[src/rtl/cotm32_pkg.sv]
// cotm32 shared types and constants.
// Load/store command encoding, LSU state enum and helpers.
package cotm32_pkg;

    localparam int XLEN = 32;

    localparam logic [2:0] LS_F3_B  = 3'b000;
    localparam logic [2:0] LS_F3_H  = 3'b001;
    localparam logic [2:0] LS_F3_W  = 3'b010;
    localparam logic [2:0] LS_F3_BU = 3'b100;
    localparam logic [2:0] LS_F3_HU = 3'b101;

    // {is_store, funct3}; LSU_NONE uses an encoding no access can have
    typedef enum logic [3:0] {
        LSU_LB   = {1'b0, LS_F3_B},
        LSU_LH   = {1'b0, LS_F3_H},
        LSU_LW   = {1'b0, LS_F3_W},
        LSU_LBU  = {1'b0, LS_F3_BU},
        LSU_LHU  = {1'b0, LS_F3_HU},
        LSU_SB   = {1'b1, LS_F3_B},
        LSU_SH   = {1'b1, LS_F3_H},
        LSU_SW   = {1'b1, LS_F3_W},
        LSU_NONE = 4'b1111
    } lsu_ls_t;

    typedef enum logic [2:0] {
        IDLE,
        REQ,
        RESP,
        DONE,
        ERR
    } lsu_state_t;

    function automatic logic lsu_is_load(lsu_ls_t op);
        return (op != LSU_NONE) && !op[3];
    endfunction

endpackage

[src/rtl/lsu_align.sv]
// Store lane steering, byte enables, load extension
// and misalignment detection for the cotm32 LSU.
module lsu_align
    import cotm32_pkg::*;
(
    input  logic [2:0]      f3,
    input  logic [1:0]      off,
    input  logic [XLEN-1:0] st_in,
    input  logic [XLEN-1:0] ld_in,
    output logic [3:0]      be,
    output logic [XLEN-1:0] st_out,
    output logic [XLEN-1:0] ld_out,
    output logic            misaligned
);

    logic            is_b;
    logic            is_h;
    logic            is_w;
    logic            sext;
    logic [XLEN-1:0] sh;

    assign is_b = (f3[1:0] == 2'b00);
    assign is_h = (f3[1:0] == 2'b01);
    assign is_w = (f3[1:0] == 2'b10);
    assign sext = ~f3[2];
    assign sh   = ld_in >> {off, 3'b000};

    always_comb begin
        be         = 4'b0000;
        st_out     = st_in;
        ld_out     = ld_in;
        misaligned = 1'b0;
        unique case (1'b1)
            is_b: begin
                be     = 4'b0001 << off;
                st_out = {4{st_in[7:0]}};
                ld_out = {{24{sext & sh[7]}}, sh[7:0]};
            end
            is_h: begin
                be         = 4'b0011 << off;
                st_out     = {2{st_in[15:0]}};
                ld_out     = {{16{sext & sh[15]}}, sh[15:0]};
                misaligned = off[0];
            end
            is_w: begin
                be         = 4'b1111;
                misaligned = (off != 2'b00);
            end
            default: begin
                be = 4'b0000;
            end
        endcase
    end

endmodule

[src/rtl/lsu.sv]
// cotm32 load/store unit: request/grant/response FSM
// driving the data-memory port.
module lsu
    import cotm32_pkg::*;
(
    input  logic            i_clk,
    input  logic            i_rst,
    input  lsu_ls_t         i_lsu_ls,
    input  logic [XLEN-1:0] i_addr,
    input  logic [XLEN-1:0] i_wdata,
    output logic            o_stall,
    output logic            o_done,
    output logic            o_misaligned,
    output logic [XLEN-1:0] o_rdata,
    output logic            o_mem_req,
    input  logic            i_mem_gnt,
    output logic            o_mem_we,
    output logic [XLEN-1:0] o_mem_addr,
    output logic [3:0]      o_mem_be,
    output logic [XLEN-1:0] o_mem_wdata,
    input  logic            i_mem_rvalid,
    input  logic [XLEN-1:0] i_mem_rdata
);

    lsu_state_t      state;
    lsu_ls_t         op_q;
    logic [1:0]      off_q;
    lsu_ls_t         op_sel;
    logic [1:0]      off_sel;
    logic [3:0]      al_be;
    logic [XLEN-1:0] al_st;
    logic [XLEN-1:0] al_ld;
    logic            al_mis;
    logic            accept;

    assign accept  = (state == IDLE) && (i_lsu_ls != LSU_NONE);
    // Live inputs while accepting, latched command for the response
    assign op_sel  = (state == IDLE) ? i_lsu_ls : op_q;
    assign off_sel = (state == IDLE) ? i_addr[1:0] : off_q;

    assign o_stall = accept || (state == REQ) || (state == RESP);

    lsu_align u_align (
        .f3         (op_sel[2:0]),
        .off        (off_sel),
        .st_in      (i_wdata),
        .ld_in      (i_mem_rdata),
        .be         (al_be),
        .st_out     (al_st),
        .ld_out     (al_ld),
        .misaligned (al_mis)
    );

    always_ff @(posedge i_clk) begin
        if (i_rst) begin
            state        <= IDLE;
            op_q         <= LSU_NONE;
            off_q        <= 2'b00;
            o_done       <= 1'b0;
            o_misaligned <= 1'b0;
            o_rdata      <= '0;
            o_mem_req    <= 1'b0;
            o_mem_we     <= 1'b0;
            o_mem_addr   <= '0;
            o_mem_be     <= 4'b0000;
            o_mem_wdata  <= '0;
        end else begin
            o_done       <= 1'b0;
            o_misaligned <= 1'b0;
            unique case (state)
                IDLE: begin
                    if (accept) begin
                        op_q        <= i_lsu_ls;
                        off_q       <= i_addr[1:0];
                        o_mem_we    <= !lsu_is_load(i_lsu_ls);
                        o_mem_addr  <= {i_addr[XLEN-1:2], 2'b00};
                        o_mem_be    <= al_be;
                        o_mem_wdata <= al_st;
                        if (al_mis) begin
                            state        <= ERR;
                            o_misaligned <= 1'b1;
                        end else begin
                            state     <= REQ;
                            o_mem_req <= 1'b1;
                        end
                    end
                end
                REQ: begin
                    if (i_mem_gnt) begin
                        o_mem_req <= 1'b0;
                        if (o_mem_we) begin
                            state  <= DONE;
                            o_done <= 1'b1;
                        end else begin
                            state <= RESP;
                        end
                    end
                end
                RESP: begin
                    if (i_mem_rvalid) begin
                        o_rdata <= al_ld;
                        state   <= DONE;
                        o_done  <= 1'b1;
                    end
                end
                DONE: state <= IDLE;
                ERR:  state <= IDLE;
                default: state <= IDLE;
            endcase
        end
    end

endmodule

[config.mk]
export PLATFORM = sky130hd
export DESIGN_NAME = lsu
export DESIGN_NICKNAME = d
export VERILOG_FILES = /design/src/rtl/cotm32_pkg.sv /design/src/rtl/lsu_align.sv /design/src/rtl/lsu.sv
export SDC_FILE = /design/constraint.sdc
export NUM_CORES = 1
export LEC_CHECK = 0
export ABC_AREA = 0
export CAP_MARGIN = 15
export CORE_ASPECT_RATIO = 1.4
export CORE_MARGIN = 5
export CORE_UTILIZATION = 40
export DETAILED_ROUTE_END_ITERATION = 8
export HOLD_SLACK_MARGIN = 0.08
export PLACE_DENSITY = 0.75
export SLEW_MARGIN = 20
export SYNTH_ARGS = -nofsm -noshare
export SYNTH_HDL_FRONTEND = slang
export SYNTH_SLANG_ARGS = --single-unit
[constraint.sdc]
create_clock -name i_clk -period 3.85 [get_ports i_clk]
set_input_delay 0.77 -clock i_clk [delete_from_list [all_inputs] [get_ports i_clk]]
set_output_delay 0.77 -clock i_clk [all_outputs]
set_load 0.02 [all_outputs]
==> metrics.txt <==
status complete, no violations; FF+latch area between 2000 and 2500 um2; Hold-fix buffers, CTS 0; leakage power ~0.0028 uW; critical path peak fanout 6; first drt pass iteration count 4; global route overflow 0; Hold Path Cell Cnt 2; Area contributors post-synth dfxtp_1 43%, nand2_1 10%, a21oi_1 7.9%; final setup skew 0.00755 ns; # IOs around 210; Multi-input gate area between 2000 and 3000 um2; CP Class in2out; Max Transition Viols Final 0; Critical Path Max Stage Delay 0.64 ns; Crit-path slowest cell clkdlybuf4s50_1; Die ar. roughly 15000 um2; Ys Warns 0; # diodes 0; Via density about 5.6; Design Power ~5500 uW; P&R area growth vs syn 46.9%; total number of vias roughly 5400; sequential area share after synthesis a little over two fifths; Clock transition at path regs ~0.08 ns; Slew Limit Headroom between 50% and 60%; routability congestion estimate ~0.95; Final ANT Viol Nets 0; area leader, netlist dfxtp_1; Hold Crit Class reg2reg; CTS Sinks 110; sw frac around two fifths; Data required, critical path roughly 3 ns; most frequent cells in the layout 205 x clkdlybuf4s50_1, 141 x nand2_1, 110 x dfxtp_1; P_int 3190 uW; number of global-route vias before repair approximately 5500; All-Layer GR Usage ~23%; post-CTS sizing 0; Post-Syn Instances ~630; final wirelength about 18000 um; CP most frequent cell clkdlybuf4s50_1; Setup WS post-layout ~0.51 ns; Util after Layout between 50% and 60%; RSZ-0062 raised after global routing false; chip width about 110 um; Period minus WS final between 3 and 4 ns; Fillers 1183; largest net degree at the start of global routing 75; fin crit share between 80% and 90%; fraction of registers with async set/reset 0%; sequential share of power 30.0%; Peak VDD IR ~0.00035 V; CTS Buf Count 9; IO buf count just over 200; Setup Viol. Count Final 0; antenna violations before repair 0; first-pass GRT wire length about 28000 um; # H-tree levels 3; final non-filler cell total 961; DP Worst Slack between 0.3 and 0.4 ns; post-synth top area share 42.8%; clock buffer depth 2; clock share of power a little under a fifth; die height approximately 140 um; number of setup buffers added after CTS 0; final hold vios 0; CP Launch Type input pin; Fmax about 300 MHz; Crit. End Element output pin; worst path cell trace clkdlybuf4s50_1, nand4_1, nor3_1, a211oi_1, clkdlybuf4s50_1; DR iter-0 viols about 410; worst-skew pair later-pin latency around 0.35 ns; CTS tree yes; MaxCap Viol Count 0; top_reg_cell synth dfxtp_1; Cells after DPL around 950; Reg2Reg Depth 8; Avg Inst Size Synth between 8 and 9 um2; #FFs+latches synth 110; Core Region roughly 13000 um2; switching pwr roughly 2300 uW; number of flops mapped to enable cells by yosys 0; Comb pwr share between 50 and 60%; DRC 0; synth unique cells 55; CP bufs+invs 2; commonest non-fill, non-tap cell in the layout clkdlybuf4s50_1; Starting Density about two fifths; Worst-Margin Slew 0.741 ns; fin nets 910; post-DR wirelength/cell between 15 and 20 um; CP top delay family buffers and inverters; DP HPWL between 10000 and 15000 um; crit path DAT about 2.6 ns; setup TNS 0 ns; Rows a little under 50; critical path depth 5; Power Dens Cells 726 nW/um2; layout cells sized above 1 under 10%; Synth Cell Area ~5100 um2; root buf cell clkbuf_16
metrics by stage:
step	instance area, um2	hold slack, ns
floorplan	5150	0.441
global placement	7240	0.438
detailed placement	7240	0.444
CTS	7570	0.455
global route	7570	0.471
finish	7570	0.454
power by group through the flow:
stage	Sequential, uW	Combinational [uW]	Clock [uW]
finish	1650	2830	1010
global route	1680	3060	1070
CTS	1650	2850	1040
detailed placement	1670	2840	0
global placement	1660	2770	0
floorplan	1960	1470	0
cells in the mapped netlist (3+ instances only):
library cell,instances
a211oi_1,11
a21oi_1,81
a221o_1,8
a221oi_1,7
a22oi_1,7
a311oi_1,7
a31oi_1,3
buf_2,7
buf_4,5
buf_6,6
clkbuf_1,36
dfxtp_1,110
ha_1,3
inv_1,5
mux2_1,7
mux2i_1,10
nand2_1,142
nand2b_1,5
nand3_1,26
nand3b_1,3
nor2_1,36
nor3_1,14
nor4_1,8
o211a_1,7
o211ai_1,16
o21ai_0,4
or2_1,16
state kept, by name, indices dropped and copies added (netlist names):
| signal | cells |
|---|---|
| o_mem_wdata | 32 |
| o_rdata | 32 |
| o_mem_addr | 30 |
| o_mem_be | 4 |
| op_q | 3 |
| state | 3 |
| off_q | 2 |
| o_done | 1 |
| o_mem_req | 1 |
| o_mem_we | 1 |
| o_misaligned | 1 |
area by class of cell:
class,count,share of cell area [%]
Clock inverter,4,0.810
Tap cell,153,2.53
Multi-Input combinational cell,458,35.1
Clock buffer,12,3.52
Timing Repair Buffer,218,28.6
Inverter,6,0.314
Sequential cell,110,29.1
cells by family after synthesis:
logic type / count (synthesis) / synth area share, %
buffers and inverters: 60 / 5.81
AND/OR/NAND/NOR: 266 / 23.3
flip-flops: 110 / 42.8
other: 1 / 0.0728
AO/OA/AOI/OAI: 165 / 21.8
adder cells (fa/ha/maj): 3 / 0.729
multiplexers: 22 / 5.52
worst paths after layout:
| check | start | end | slack, ns |
|---|---|---|---|
| worst max-delay path | i_lsu_ls[1] | o_stall | 0.51 |
| worst min-delay path | o_mem_wdata[28] | o_mem_wdata[28] | 0.45 |
| worst max register to register | state[2] | o_rdata[29] | 0.83 |
| worst min register to register | o_mem_wdata[28] | o_mem_wdata[28] | 0.45 |
routing by layer:
metal,GRT usage (%),vias to the layer above,share of wire (%)
met5,0,-,0
met4,11.9,0,4.5
met3,6.97,58,7.9
met2,40.5,252,51
met1,24.6,2530,36
li1,-,2558,-
worst min-delay path, delay by kind of cell, from the launching register on:
family | cells | cell delay [ns]
DFF | 1 | 0.31
and+or+nand+nor | 1 | 0.05
AOI/OAI and AO/OA | 1 | 0.05
Note: power is estimated with default switching activity, not from simulation.
